--- src/rtl/keypad_scan_display_if.sv ---
// Pin bundle between the keypad/display pads and the scanner core.
// The scanner uses the master view; the board side (or a bench) uses the slave view.
interface keypad_scan_display_if #(
  parameter int SCAN_LINES  = 4,
  parameter int SENSE_LINES = 3,
  parameter int DIGITS      = 8
);
  logic [SENSE_LINES-1:0] sense_in;
  logic [SCAN_LINES-1:0]  scan_out;
  logic                   key_valid;
  logic [3:0]             key_code;
  logic [DIGITS-1:0]      light_code;
  logic [6:0]             decode;
  logic                   dp_out;

  modport master (
    input  sense_in,
    output scan_out, key_valid, key_code, light_code, decode, dp_out
  );

  modport slave (
    output sense_in,
    input  scan_out, key_valid, key_code, light_code, decode, dp_out
  );
endinterface

--- src/rtl/keypad_scan_display.sv ---
// Matrix keypad scanner with frame-based debounce, feeding a DIGITS-deep entry
// buffer that is time-multiplexed onto a common seven-segment display.
module keypad_scan_display #(
  parameter int SCAN_LINES  = 4,
  parameter int SENSE_LINES = 3,
  parameter int DIGITS      = 8,
  parameter int SCAN_DIV    = 1000,
  parameter int MUX_DIV     = 2000,
  parameter int DEB_FRAMES  = 4,
  parameter int CLR_CODE    = 10,
  parameter int DP_CODE     = 11
) (
  input  logic                   clk,
  input  logic                   rst_n,
  keypad_scan_display_if.master  pins
);
  localparam int SCW = $clog2(SCAN_DIV + 1);
  localparam int SIW = (SCAN_LINES > 1) ? $clog2(SCAN_LINES) : 1;
  localparam int MCW = $clog2(MUX_DIV + 1);
  localparam int DIW = (DIGITS > 1) ? $clog2(DIGITS) : 1;
  localparam int STW = $clog2(DEB_FRAMES + 1);

  typedef enum logic [1:0] {IDLE, PRESS_DEB, HELD, RELEASE_DEB} state_t;

  logic [SENSE_LINES-1:0] sense_meta_q, sense_sync_q;
  logic [SCW-1:0]         scan_cnt_q;
  logic [SIW-1:0]         scan_idx_q;
  logic [SCAN_LINES-1:0]  scan_q;
  logic                   slot_end, frame_end;
  logic                   line_hit;
  logic [3:0]             line_bit, line_code;
  logic                   acc_hit_q;
  logic [3:0]             acc_code_q;
  logic                   res_hit;
  logic [3:0]             res_code;

  logic                   prev_hit_q, armed_q, same_frame;
  logic [3:0]             prev_code_q;
  logic [STW-1:0]         stable_q, stable_d;
  state_t                 state_q, state_d;
  logic                   fire;
  logic                   key_valid_q;
  logic [3:0]             key_code_q;

  logic [3:0]             digit_q [DIGITS];
  logic [3:0]             digit_d [DIGITS];
  logic [DIGITS-1:0]      dp_q, dp_d;

  logic [MCW-1:0]         mux_cnt_q;
  logic [DIW-1:0]         light_idx_q, light_idx_d;
  logic [DIGITS-1:0]      light_q, light_d;
  logic                   mux_step;
  logic [6:0]             decode_q;
  logic                   dp_out_q;

  function automatic logic [6:0] seg7(input logic [3:0] v);
    case (v)
      4'h0: seg7 = 7'h3F;  4'h1: seg7 = 7'h06;  4'h2: seg7 = 7'h5B;  4'h3: seg7 = 7'h4F;
      4'h4: seg7 = 7'h66;  4'h5: seg7 = 7'h6D;  4'h6: seg7 = 7'h7D;  4'h7: seg7 = 7'h07;
      4'h8: seg7 = 7'h7F;  4'h9: seg7 = 7'h6F;  4'hA: seg7 = 7'h77;  4'hB: seg7 = 7'h7C;
      4'hC: seg7 = 7'h39;  4'hD: seg7 = 7'h5E;  4'hE: seg7 = 7'h79;  default: seg7 = 7'h00;
    endcase
  endfunction

  assign slot_end  = (scan_cnt_q == SCW'(SCAN_DIV - 1));
  assign frame_end = slot_end && (scan_idx_q == SIW'(SCAN_LINES - 1));
  assign line_hit  = |sense_sync_q;
  assign line_code = 4'(32'(scan_idx_q) * SENSE_LINES) + line_bit;

  // Lines are visited in ascending order, so the first hit in a frame is the lowest code.
  always_comb begin
    line_bit = '0;
    for (int b = SENSE_LINES - 1; b >= 0; b--) begin
      if (sense_sync_q[b]) line_bit = 4'(b);
    end
    res_hit  = acc_hit_q | line_hit;
    res_code = acc_hit_q ? acc_code_q : line_code;
  end

  always_ff @(posedge clk) begin
    if (!rst_n) begin
      sense_meta_q <= '0;
      sense_sync_q <= '0;
      scan_cnt_q   <= '0;
      scan_idx_q   <= '0;
      scan_q       <= SCAN_LINES'(1);
      acc_hit_q    <= 1'b0;
      acc_code_q   <= '0;
    end else begin
      sense_meta_q <= pins.sense_in;
      sense_sync_q <= sense_meta_q;
      if (slot_end) begin
        scan_cnt_q <= '0;
        if (frame_end) begin
          scan_idx_q <= '0;
          scan_q     <= SCAN_LINES'(1);
          acc_hit_q  <= 1'b0;
          acc_code_q <= '0;
        end else begin
          scan_idx_q <= scan_idx_q + 1'b1;
          scan_q     <= scan_q << 1;
          if (!acc_hit_q && line_hit) begin
            acc_hit_q  <= 1'b1;
            acc_code_q <= line_code;
          end
        end
      end else begin
        scan_cnt_q <= scan_cnt_q + 1'b1;
      end
    end
  end

  always_comb begin
    same_frame = (res_hit == prev_hit_q) && (!res_hit || (res_code == prev_code_q));
    if (!same_frame)                        stable_d = STW'(1);
    else if (stable_q >= STW'(DEB_FRAMES))  stable_d = stable_q;
    else                                    stable_d = stable_q + 1'b1;

    state_d = state_q;
    fire    = 1'b0;
    if (frame_end) begin
      case (state_q)
        IDLE:        if (res_hit && armed_q) state_d = PRESS_DEB;
        PRESS_DEB: begin
          if (!res_hit || !same_frame) state_d = IDLE;
          else if (stable_d >= STW'(DEB_FRAMES)) begin
            state_d = HELD;
            fire    = 1'b1;
          end
        end
        HELD:        if (!res_hit) state_d = RELEASE_DEB;
        RELEASE_DEB: begin
          if (res_hit) state_d = HELD;
          else if (stable_d >= STW'(DEB_FRAMES)) state_d = IDLE;
        end
        default:     state_d = IDLE;
      endcase
    end
  end

  // armed_q blocks a key held through reset until an empty frame has been seen.
  always_ff @(posedge clk) begin
    if (!rst_n) begin
      state_q     <= IDLE;
      prev_hit_q  <= 1'b0;
      prev_code_q <= '0;
      stable_q    <= '0;
      armed_q     <= 1'b0;
      key_valid_q <= 1'b0;
      key_code_q  <= '0;
    end else begin
      state_q     <= state_d;
      key_valid_q <= fire;
      if (fire) key_code_q <= res_code;
      if (frame_end) begin
        prev_hit_q  <= res_hit;
        prev_code_q <= res_code;
        stable_q    <= stable_d;
        if (!res_hit) armed_q <= 1'b1;
      end
    end
  end

  always_comb begin
    digit_d = digit_q;
    dp_d    = dp_q;
    if (fire) begin
      if (res_code <= 4'd9) begin
        for (int i = DIGITS - 1; i > 0; i--) begin
          digit_d[i] = digit_q[i-1];
          dp_d[i]    = dp_q[i-1];
        end
        digit_d[0] = res_code;
        dp_d[0]    = 1'b0;
      end else if (res_code == 4'(CLR_CODE)) begin
        for (int i = 0; i < DIGITS; i++) digit_d[i] = 4'hF;
        dp_d = '0;
      end else if (res_code == 4'(DP_CODE)) begin
        dp_d[0] = ~dp_q[0];
      end
    end
  end

  always_ff @(posedge clk) begin
    if (!rst_n) begin
      for (int i = 0; i < DIGITS; i++) digit_q[i] <= 4'hF;
      dp_q <= '0;
    end else begin
      digit_q <= digit_d;
      dp_q    <= dp_d;
    end
  end

  always_comb begin
    mux_step    = (mux_cnt_q == MCW'(MUX_DIV - 1));
    light_idx_d = light_idx_q;
    light_d     = light_q;
    if (mux_step) begin
      light_idx_d = (light_idx_q == DIW'(DIGITS - 1)) ? '0 : light_idx_q + 1'b1;
      light_d     = (light_q << 1) | (light_q >> (DIGITS - 1));
    end
  end

  // Segments are refreshed every cycle from the digit about to be lit.
  always_ff @(posedge clk) begin
    if (!rst_n) begin
      mux_cnt_q   <= '0;
      light_idx_q <= '0;
      light_q     <= DIGITS'(1);
      decode_q    <= '0;
      dp_out_q    <= 1'b0;
    end else begin
      mux_cnt_q   <= mux_step ? '0 : mux_cnt_q + 1'b1;
      light_idx_q <= light_idx_d;
      light_q     <= light_d;
      decode_q    <= seg7(digit_q[light_idx_d]);
      dp_out_q    <= dp_q[light_idx_d];
    end
  end

  assign pins.scan_out   = scan_q;
  assign pins.key_valid  = key_valid_q;
  assign pins.key_code   = key_code_q;
  assign pins.light_code = light_q;
  assign pins.decode     = decode_q;
  assign pins.dp_out     = dp_out_q;
endmodule

--- src/flat_wrapper.sv ---
// flat-port wrapper written by rule: the top's interface ports become plain ports
module keypad_scan_display_flat 
#(
  parameter int SCAN_LINES  = 4,
  parameter int SENSE_LINES = 3,
  parameter int DIGITS      = 8,
  parameter int SCAN_DIV    = 1000,
  parameter int MUX_DIV     = 2000,
  parameter int DEB_FRAMES  = 4,
  parameter int CLR_CODE    = 10,
  parameter int DP_CODE     = 11
)
  (clk, rst_n, pins_sense_in, pins_scan_out, pins_key_valid, pins_key_code, pins_light_code, pins_decode, pins_dp_out);
  keypad_scan_display_if #(.SCAN_LINES(SCAN_LINES), .SENSE_LINES(SENSE_LINES), .DIGITS(DIGITS)) pins_i ();
  input  logic clk;
  input  logic rst_n;
  input wire logic [$bits(pins_i.sense_in)-1:0] pins_sense_in;
  output wire logic [$bits(pins_i.scan_out)-1:0] pins_scan_out;
  output wire logic [$bits(pins_i.key_valid)-1:0] pins_key_valid;
  output wire logic [$bits(pins_i.key_code)-1:0] pins_key_code;
  output wire logic [$bits(pins_i.light_code)-1:0] pins_light_code;
  output wire logic [$bits(pins_i.decode)-1:0] pins_decode;
  output wire logic [$bits(pins_i.dp_out)-1:0] pins_dp_out;
  assign pins_i.sense_in = pins_sense_in;
  assign pins_scan_out = pins_i.scan_out;
  assign pins_key_valid = pins_i.key_valid;
  assign pins_key_code = pins_i.key_code;
  assign pins_light_code = pins_i.light_code;
  assign pins_decode = pins_i.decode;
  assign pins_dp_out = pins_i.dp_out;
  keypad_scan_display #(.SCAN_LINES(SCAN_LINES), .SENSE_LINES(SENSE_LINES), .DIGITS(DIGITS), .SCAN_DIV(SCAN_DIV), .MUX_DIV(MUX_DIV), .DEB_FRAMES(DEB_FRAMES), .CLR_CODE(CLR_CODE), .DP_CODE(DP_CODE)) u_core (.clk(clk), .rst_n(rst_n), .pins(pins_i));
endmodule
--- config.mk ---
export PLATFORM = sky130hd
export DESIGN_NAME = keypad_scan_display_flat
export DESIGN_NICKNAME = d
export VERILOG_FILES = /design/src/rtl/keypad_scan_display_if.sv /design/src/rtl/keypad_scan_display.sv /design/src/flat_wrapper.sv
export SDC_FILE = /design/constraint.sdc
export NUM_CORES = 1
export LEC_CHECK = 0
export BUFFER_PORTS_ARGS = -buffer_cell sky130_fd_sc_hd__buf_2
export CAP_MARGIN = 40
export CORE_MARGIN = 5
export CORE_UTILIZATION = 31
export CTS_BUF_LIST = sky130_fd_sc_hd__clkbuf_8
export DETAILED_ROUTE_END_ITERATION = 7
export PLACE_DENSITY = 0.55
export SYNTH_ARGS = -nofsm -noshare
export SYNTH_HDL_FRONTEND = slang
export SYNTH_SLANG_ARGS = --single-unit
--- constraint.sdc ---
create_clock -name clk -period 4.9 [get_ports clk]
set_input_delay 0.98 -clock clk [delete_from_list [all_inputs] [get_ports clk]]
set_output_delay 0.98 -clock clk [all_outputs]
set_load 0.03 [all_outputs]
==> flow_metrics.py, run 1 <==
metrics = {
    "timing": {
        "finalHoldViolCount": 0,
        "rsz0062_at_grt": "false",
        "max_freq_mhz": 250,
        "drv_slew": 0,
        "relSlewSlack_pct": 44.8,
        "setup_viol_count_final": 0,
        "holdWs_ps": 438,
        "setup_tns_ps": 0,
        "finalCritPeriodShare_pct": 81.8,
        "period_minus_slack_ps": 4010,
        "fin_worst_skew_ps": 7.96,
        "tightest_slew_ps": 825,
    },
    "global_route": {
        "grt_pass1_vias": 4374,
        "grt_max_degree": 43,
        "grt_usage_pct": 13.0,
        "grt-ovfl-total": 0,
        "grt_pass1_wl_um": 21300,
        "antenna_found_initial": 0,
    },
    "worst_setup_path": {
        "critPathKind": "reg2reg",
        "endpoint_kind": "register",
        "crit_arrival_ps": 4350,
        "critPathLaunchType": "register",
        "rr_startpoint": "u_core.mux_cnt_q[0]$_SDFF_PP0_",
        "crit_top_cell": "mux2i_1",
        "cp_slowest_cell": "mux2_2",
        "required_ps": 5240,
        "cpPeakStageDelay_ps": 570,
        "cp_max_fo": 12,
        "path_cells": "ha_1, and3_1, nand3_1, mux2_2, mux2i_1, mux2i_1, mux2i_1, inv_1, ha_1, mux2i_1, nor2_1, a311oi_1",
        "startpoint": "u_core.mux_cnt_q[0]$_SDFF_PP0_",
    },
    "route": {
        "dr.pass1.iters": 5,
        "drc_errors": 0,
        "drtAntennaViolNets": 0,
        "drt-vias-per-instance": 5.07,
        "wl_um": 12500,
        "drtIter0Drc": 259,
        "via_count": 4562,
        "post_drt_wl_per_cell_um": 13.9,
    },
    "synthesis": {
        "async_reset_ff_share_pct": 0,
        "synth.top_cells.by_count": "dfxtp_1, nor2_1, nand2_1",
        "yosysWarnings": 0,
        "yosys_register_bits": 113,
        "synth.avg_cell_area_um2": 8.39,
        "synthTopCellsByArea": "dfxtp_1, nor2_1, mux2i_1",
        "synth_top_area_share_pct": 42.3,
        "yosysTopAreaCell": "dfxtp_1",
        "synthFlopType": "dfxtp_1",
        "syn_nets": 661,
        "yosysMostFrequentCell": "dfxtp_1",
        "synth_edf_count": 0,
        "synth-seq-area-share_pct": 42.3,
        "postSynthCellCount": 638,
        "syn_area_mm2": 0.00535,
        "synth_cell_types": 52,
    },
    "power_and_ir_drop": {
        "total_power_mw": 1.78,
        "ir_worst_vdd_v": 0.000195,
        "power.leakage_nw": 2.30,
        "power_density_mw_per_mm2": 290,
    },
    "clock_tree": {
        "clock_latency_ps": 430,
        "clockRootBuffer": "clkbuf_8",
        "cts_resized": 0,
        "cts.hold.buffers_added": 0,
        "cts_tree": "yes",
        "cts_sinks": 113,
        "htreeDepth": 4,
        "cts_made_buffers": 17,
        "post_cts_buffers": 0,
        "cts_buffer_depth": 2,
        "cts.reportedPaths.clkPinSlew_ps": 60,
    },
    "floorplanning": {
        "dieArea_mm2": 0.0200,
        "fp.dieH_um": 141,
        "die_w_um": 141,
        "io_pins": 30,
        "core.rowCount": 48,
        "initial_utilization_pct": 31.3,
        "coreArea_mm2": 0.0171,
    },
    "finish": {
        "final_nets": 686,
        "fin_cells": 899,
        "syn2layout_area_growth_pct": 14.5,
        "drive_above_1_share_pct": 12.3,
        "finish.utilization_pct": 35.8,
        "diodes": 0,
    },
    "min_path": {
        "min_path_type": "reg2reg",
        "min_from": "u_core.sense_meta_q[0]$_SDFF_PN0_",
    },
    "status": {
        "status": "complete, no violations",
    },
    "placed_design": {
        "place_congestion": 0.773,
        "dp_hpwl_um": 8520,
        "place.port_buffers": 29,
        "dp.cells": 869,
    },
    "job": {
        "drv_cap": 0,
    },
}
power by group:
part           total [mW]  leakage [nW]  switching [mW]  internal [mW]
sequential          0.929         0.914         0.00400          0.925
clock               0.807         0.203           0.353          0.454
combinational      0.0408          1.19          0.0267         0.0141
worst max-delay path: cells and delay by family, from the launching register on:
kind	cells	cell delay, ps
buf+inv	1	180
compound gates	1	230
flops	1	350
fa+ha+maj	2	520
simple gates	3	1020
mux	5	1610
cells in the final DEF, fill, tap and decap left out, types with 5 or more instances in the layout:
cell,Yosys,layout
a211oi_1,14,14
a21oi_1,40,38
a32oi_1,8,8
and2_1,8,8
and3_1,12,12
buf_2,4,30
buf_4,3,8
clkbuf_8,0,22
clkinv_2,0,5
dfxtp_1,113,113
ha_1,16,16
inv_1,5,7
mux2_2,5,5
mux2i_1,29,29
nand2_1,69,69
nand2b_1,9,9
nand3_1,17,17
nand4_1,7,7
nor2_1,88,88
nor2b_1,12,12
nor3_1,35,35
nor4_1,11,11
o21ai_0,43,43
or3_1,5,5
xnor2_1,14,14
xor2_1,5,5
routing by layer:
layer	wire length (um)	vias to the layer above	GRT usage, %
met2	5900	105	20.8
met1	5850	2151	16.6
met5	0	-	0
met4	168	0	4.65
met3	552	14	3.84
li1	-	2292	-
registers in the layout (all words and copies together) (netlist names):
signal,cells
u_core.acc_code_q,4
u_core.acc_hit_q,1
u_core.armed_q,1
u_core.digit_q,32
u_core.dp_q,8
u_core.light_idx_q,3
u_core.mux_cnt_q,11
u_core.pins.decode,7
u_core.pins.dp_out,1
u_core.pins.key_code,4
u_core.pins.key_valid,1
u_core.pins.light_code,8
u_core.pins.scan_out,4
u_core.prev_code_q,4
u_core.prev_hit_q,1
u_core.scan_cnt_q,10
u_core.scan_idx_q,2
u_core.sense_meta_q,3
u_core.sense_sync_q,3
u_core.stable_q,3
u_core.state_q,2
per-stage QoR:
step	cell area, um2	worst slack (ps)
final	6130	894
after global routing	6130	563
after CTS	6130	926
after detailed placement	5770	941
after global placement	5690	946
after floorplan	5350	1300
area by class of cell:
| type | instances | area (um2) |
|---|---|---|
| repair buffers | 41 | 278 |
| multi-input cells | 484 | 2920 |
| flip-flops and latches | 113 | 2260 |
| inverters | 6 | 22.5 |
| well taps | 225 | 282 |
| fillers | 1740 | 11000 |
| clock inverters | 8 | 62.6 |
| clock buffers | 22 | 303 |
final timing paths:
kind                                  endpoint  cells past startpoint  slack (ps)
max           u_core.pins.decode[6]$_SDFF_PN0_                     12         890
min          u_core.sense_sync_q[0]$_SDFF_PN0_                      1         440
max reg2reg   u_core.pins.decode[6]$_SDFF_PN0_                     12         890
min reg2reg  u_core.sense_sync_q[0]$_SDFF_PN0_                      1         440
cell families (layout without fill, tap and decap cells):
| group | Yosys count | in the layout | share of synthesized area [%] |
|---|---|---|---|
| xor+xnor | 19 | 19 | 3.11 |
| simple gates | 286 | 286 | 25.5 |
| buf+inv | 41 | 77 | 3.32 |
| fa+ha+maj | 18 | 18 | 4.49 |
| compound gates | 124 | 124 | 13.8 |
| flops | 113 | 113 | 42.3 |
| mux | 37 | 37 | 7.57 |
Power figures use the tool's default switching activity.
==> run 2: changes to the inputs <==
--- a/config.mk
+++ b/config.mk
@@ -11,7 +11,7 @@
 export CORE_UTILIZATION = 31
 export CTS_BUF_LIST = sky130_fd_sc_hd__clkbuf_8
 export DETAILED_ROUTE_END_ITERATION = 7
-export PLACE_DENSITY = 0.55
+export PLACE_DENSITY = 0.57
 export SYNTH_ARGS = -nofsm -noshare
 export SYNTH_HDL_FRONTEND = slang
 export SYNTH_SLANG_ARGS = --single-unit
==> constraint.sdc (replaced) <==
create_clock -name clk -period 3.5 [get_ports clk]
set_input_delay 0.7 -clock clk [delete_from_list [all_inputs] [get_ports clk]]
set_output_delay 0.7 -clock clk [all_outputs]
set_load 0.03 [all_outputs]
==> flow_metrics.py, run 2 (same netlist as run 1, synthesis figures left out) <==
metrics = {
    "global_route": {
        "grt_max_degree": 52,
        "grt_usage_pct": 12.9,
        "grt-ovfl-total": 0,
        "grt_pass1_vias": 4344,
        "antenna_found_initial": 0,
        "grt_pass1_wl_um": 21300,
    },
    "clock_tree": {
        "cts_sinks": 113,
        "cts_made_buffers": 17,
        "cts.reportedPaths.clkPinSlew_ps": 70,
        "cts.hold.buffers_added": 0,
        "clockRootBuffer": "clkbuf_8",
        "htreeDepth": 4,
        "clock_latency_ps": 430,
        "cts_tree": "yes",
        "cts_buffer_depth": 2,
    },
    "worst_setup_path": {
        "cpPeakStageDelay_ps": 440,
        "reg2reg_depth": 13,
        "crit_cells": 13,
        "critPathKind": "reg2reg",
        "required_ps": 3860,
        "rr_startpoint": "u_core.sense_sync_q[0]$_SDFF_PN0_",
        "crit_buf_inv": 2,
        "crit_top_cell": "fa_1",
        "endpoint_kind": "register",
        "cp_slowest_cell": "fa_1",
        "cp_top_family": "adder cells",
        "r2r_end": "u_core.dp_q[6]$_SDFFE_PN0P_",
        "cp_max_fo": 19,
        "crit_arrival_ps": 3660,
        "critPathLaunchType": "register",
        "path_cells": "nor3b_2, fa_1, ha_1, fa_1, mux2_4, xnor2_1, and3_4, nand4_1, buf_4, a21oi_4, clkbuf_16, nand3_1, a21oi_1",
        "r2r_slack_ps": 200,
    },
    "floorplanning": {
        "core.rowCount": 48,
        "io_pins": 30,
        "initial_utilization_pct": 31.3,
        "dieArea_mm2": 0.0200,
        "fp.dieH_um": 141,
        "die_w_um": 141,
        "coreArea_mm2": 0.0171,
    },
    "finish": {
        "fin_cells": 918,
        "finish.utilization_pct": 37.1,
        "final_nets": 703,
        "syn2layout_area_growth_pct": 18.7,
        "regMostFlops": "u_core.digit_q",
        "largest_reg_flops": 32,
        "most-common-layout-cells": "dfxtp_1, nor2_1, nand2_1, o21ai_0, a21oi_1",
        "fill_cells": 1759,
        "diodes": 0,
        "final_common_cell": "dfxtp_1",
        "drive_above_1_share_pct": 15.4,
        "largestRegisters": "u_core.digit_q (32), u_core.mux_cnt_q (11), u_core.scan_cnt_q (10)",
    },
    "timing": {
        "setup_tns_ps": 0,
        "tightest_slew_ps": 858,
        "setup_viol_count_final": 0,
        "max_freq_mhz": 303,
        "relSlewSlack_pct": 42.3,
        "finalCritPeriodShare_pct": 94.3,
        "finalHoldViolCount": 0,
        "drv_slew": 0,
        "period_minus_slack_ps": 3300,
        "fin_worst_skew_ps": 7.90,
    },
    "min_path": {
        "timing.hold.worst_path_depth": 1,
        "min_from": "u_core.scan_cnt_q[0]$_SDFF_PP0_",
        "hold_end": "u_core.scan_cnt_q[0]$_SDFF_PP0_",
        "min_path_type": "reg2reg",
    },
    "placed_design": {
        "place_congestion": 0.762,
        "dp_hpwl_um": 8040,
        "dp.cells": 884,
        "place.port_buffers": 29,
    },
    "route": {
        "drc_errors": 0,
        "met2_length_um": 5890,
        "via_count": 4479,
        "post_drt_wl_per_cell_um": 13.6,
        "drt-vias-per-instance": 4.88,
        "wl_um": 12500,
        "drtAntennaViolNets": 0,
        "routed.top_layer": "met4",
        "met1_length_um": 6010,
        "wl_met3_um": 479,
        "drtIter0Drc": 287,
        "dr.pass1.iters": 4,
    },
    "status": {
        "status": "complete, no violations",
    },
    "power_and_ir_drop": {
        "power_density_mw_per_mm2": 418,
        "power.leakage_nw": 2.41,
        "ir_worst_vdd_v": 0.000229,
    },
    "job": {
        "drv_cap": 0,
    },
}
run 2: changes by cell type in the layout (fill, tap and decap cells not counted), sizes merged:
cell | previous run | this run
clkinv | 5 | 6
clkinvlp | 0 | 1
inv | 8 | 7
buf | 41 | 57
bufinv | 1 | 3
run 2: area by class of cell:
cell class	count	area, um2	area share [%]
inverter	6	22.5	0.354
timing repair buffer	58	405	6.38
clock inverter	11	135	2.13
sequential	113	2260	35.6
multi-input combinational	484	2960	46.6
tap	225	282	4.43
clock buffer	21	289	4.55
run 2: metrics by stage:
step                area (um2)  hold slack, ps  power [mW]  setup WS, ps
floorplan                 5370             412        1.36          71.5
global placement          5870             430        1.38           100
detailed placement        5870             435        1.38           136
CTS                       6300             435        2.71           115
global route              6360             440        2.77         -20.2
finish                    6360             439        2.65           199
run 2: worst max path at each step:
stage,startpoint,to,slack (ps)
6_report,u_core.sense_sync_q[0]$_SDFF_PN0_,u_core.dp_q[6]$_SDFFE_PN0P_,200
3_5_place_dp,u_core.sense_sync_q[2]$_SDFF_PN0_,u_core.pins.key_code[1]$_SDFFE_PN0P_,140
5_1_grt,u_core.sense_sync_q[2]$_SDFF_PN0_,u_core.digit_q[22]$_SDFFE_PN1P_,-20
3_3_place_gp,u_core.sense_sync_q[2]$_SDFF_PN0_,u_core.pins.key_code[1]$_SDFFE_PN0P_,100
4_1_cts,u_core.sense_sync_q[2]$_SDFF_PN0_,u_core.pins.key_code[1]$_SDFFE_PN0P_,110
2_1_floorplan,u_core.sense_sync_q[0]$_SDFF_PN0_,u_core.digit_q[10]$_SDFFE_PN1P_,70
run 2: timing repair:
item                                    4_1_cts  5_1_grt
setup buffers                                 0        1
gates resized for setup                       0        8
endpoints found under the setup margin        0       45
endpoints found under the hold margin         0        0
run 2: power breakdown:
group / internal, mW / total (mW) / leakage [nW] / switching [mW]
Combinational: 0.0179 / 0.0552 / 1.27 / 0.0373
Sequential: 1.29 / 1.30 / 0.914 / 0.00540
Clock: 0.772 / 1.30 / 0.223 / 0.526
run 2: worst register-to-register path, delay by kind of cell, from the launching register on:
family | cells | cell delay [ps]
multiplexers | 1 | 330
XOR/XNOR | 1 | 150
buffers and inverters | 2 | 400
AO/OA/AOI/OAI | 2 | 330
adder cells (fa/ha/maj) | 3 | 1060
AND/OR/NAND/NOR | 4 | 600
flip-flops | 1 | 340
run 2: per-layer routing:
| layer | vias to the layer above | global-route usage (%) |
|---|---|---|
| met1 | 2077 | 16.5 |
| met3 | 11 | 3.64 |
| met4 | 0 | 4.44 |
| li1 | 2329 | - |
| met5 | - | 0 |
| met2 | 62 | 20.7 |
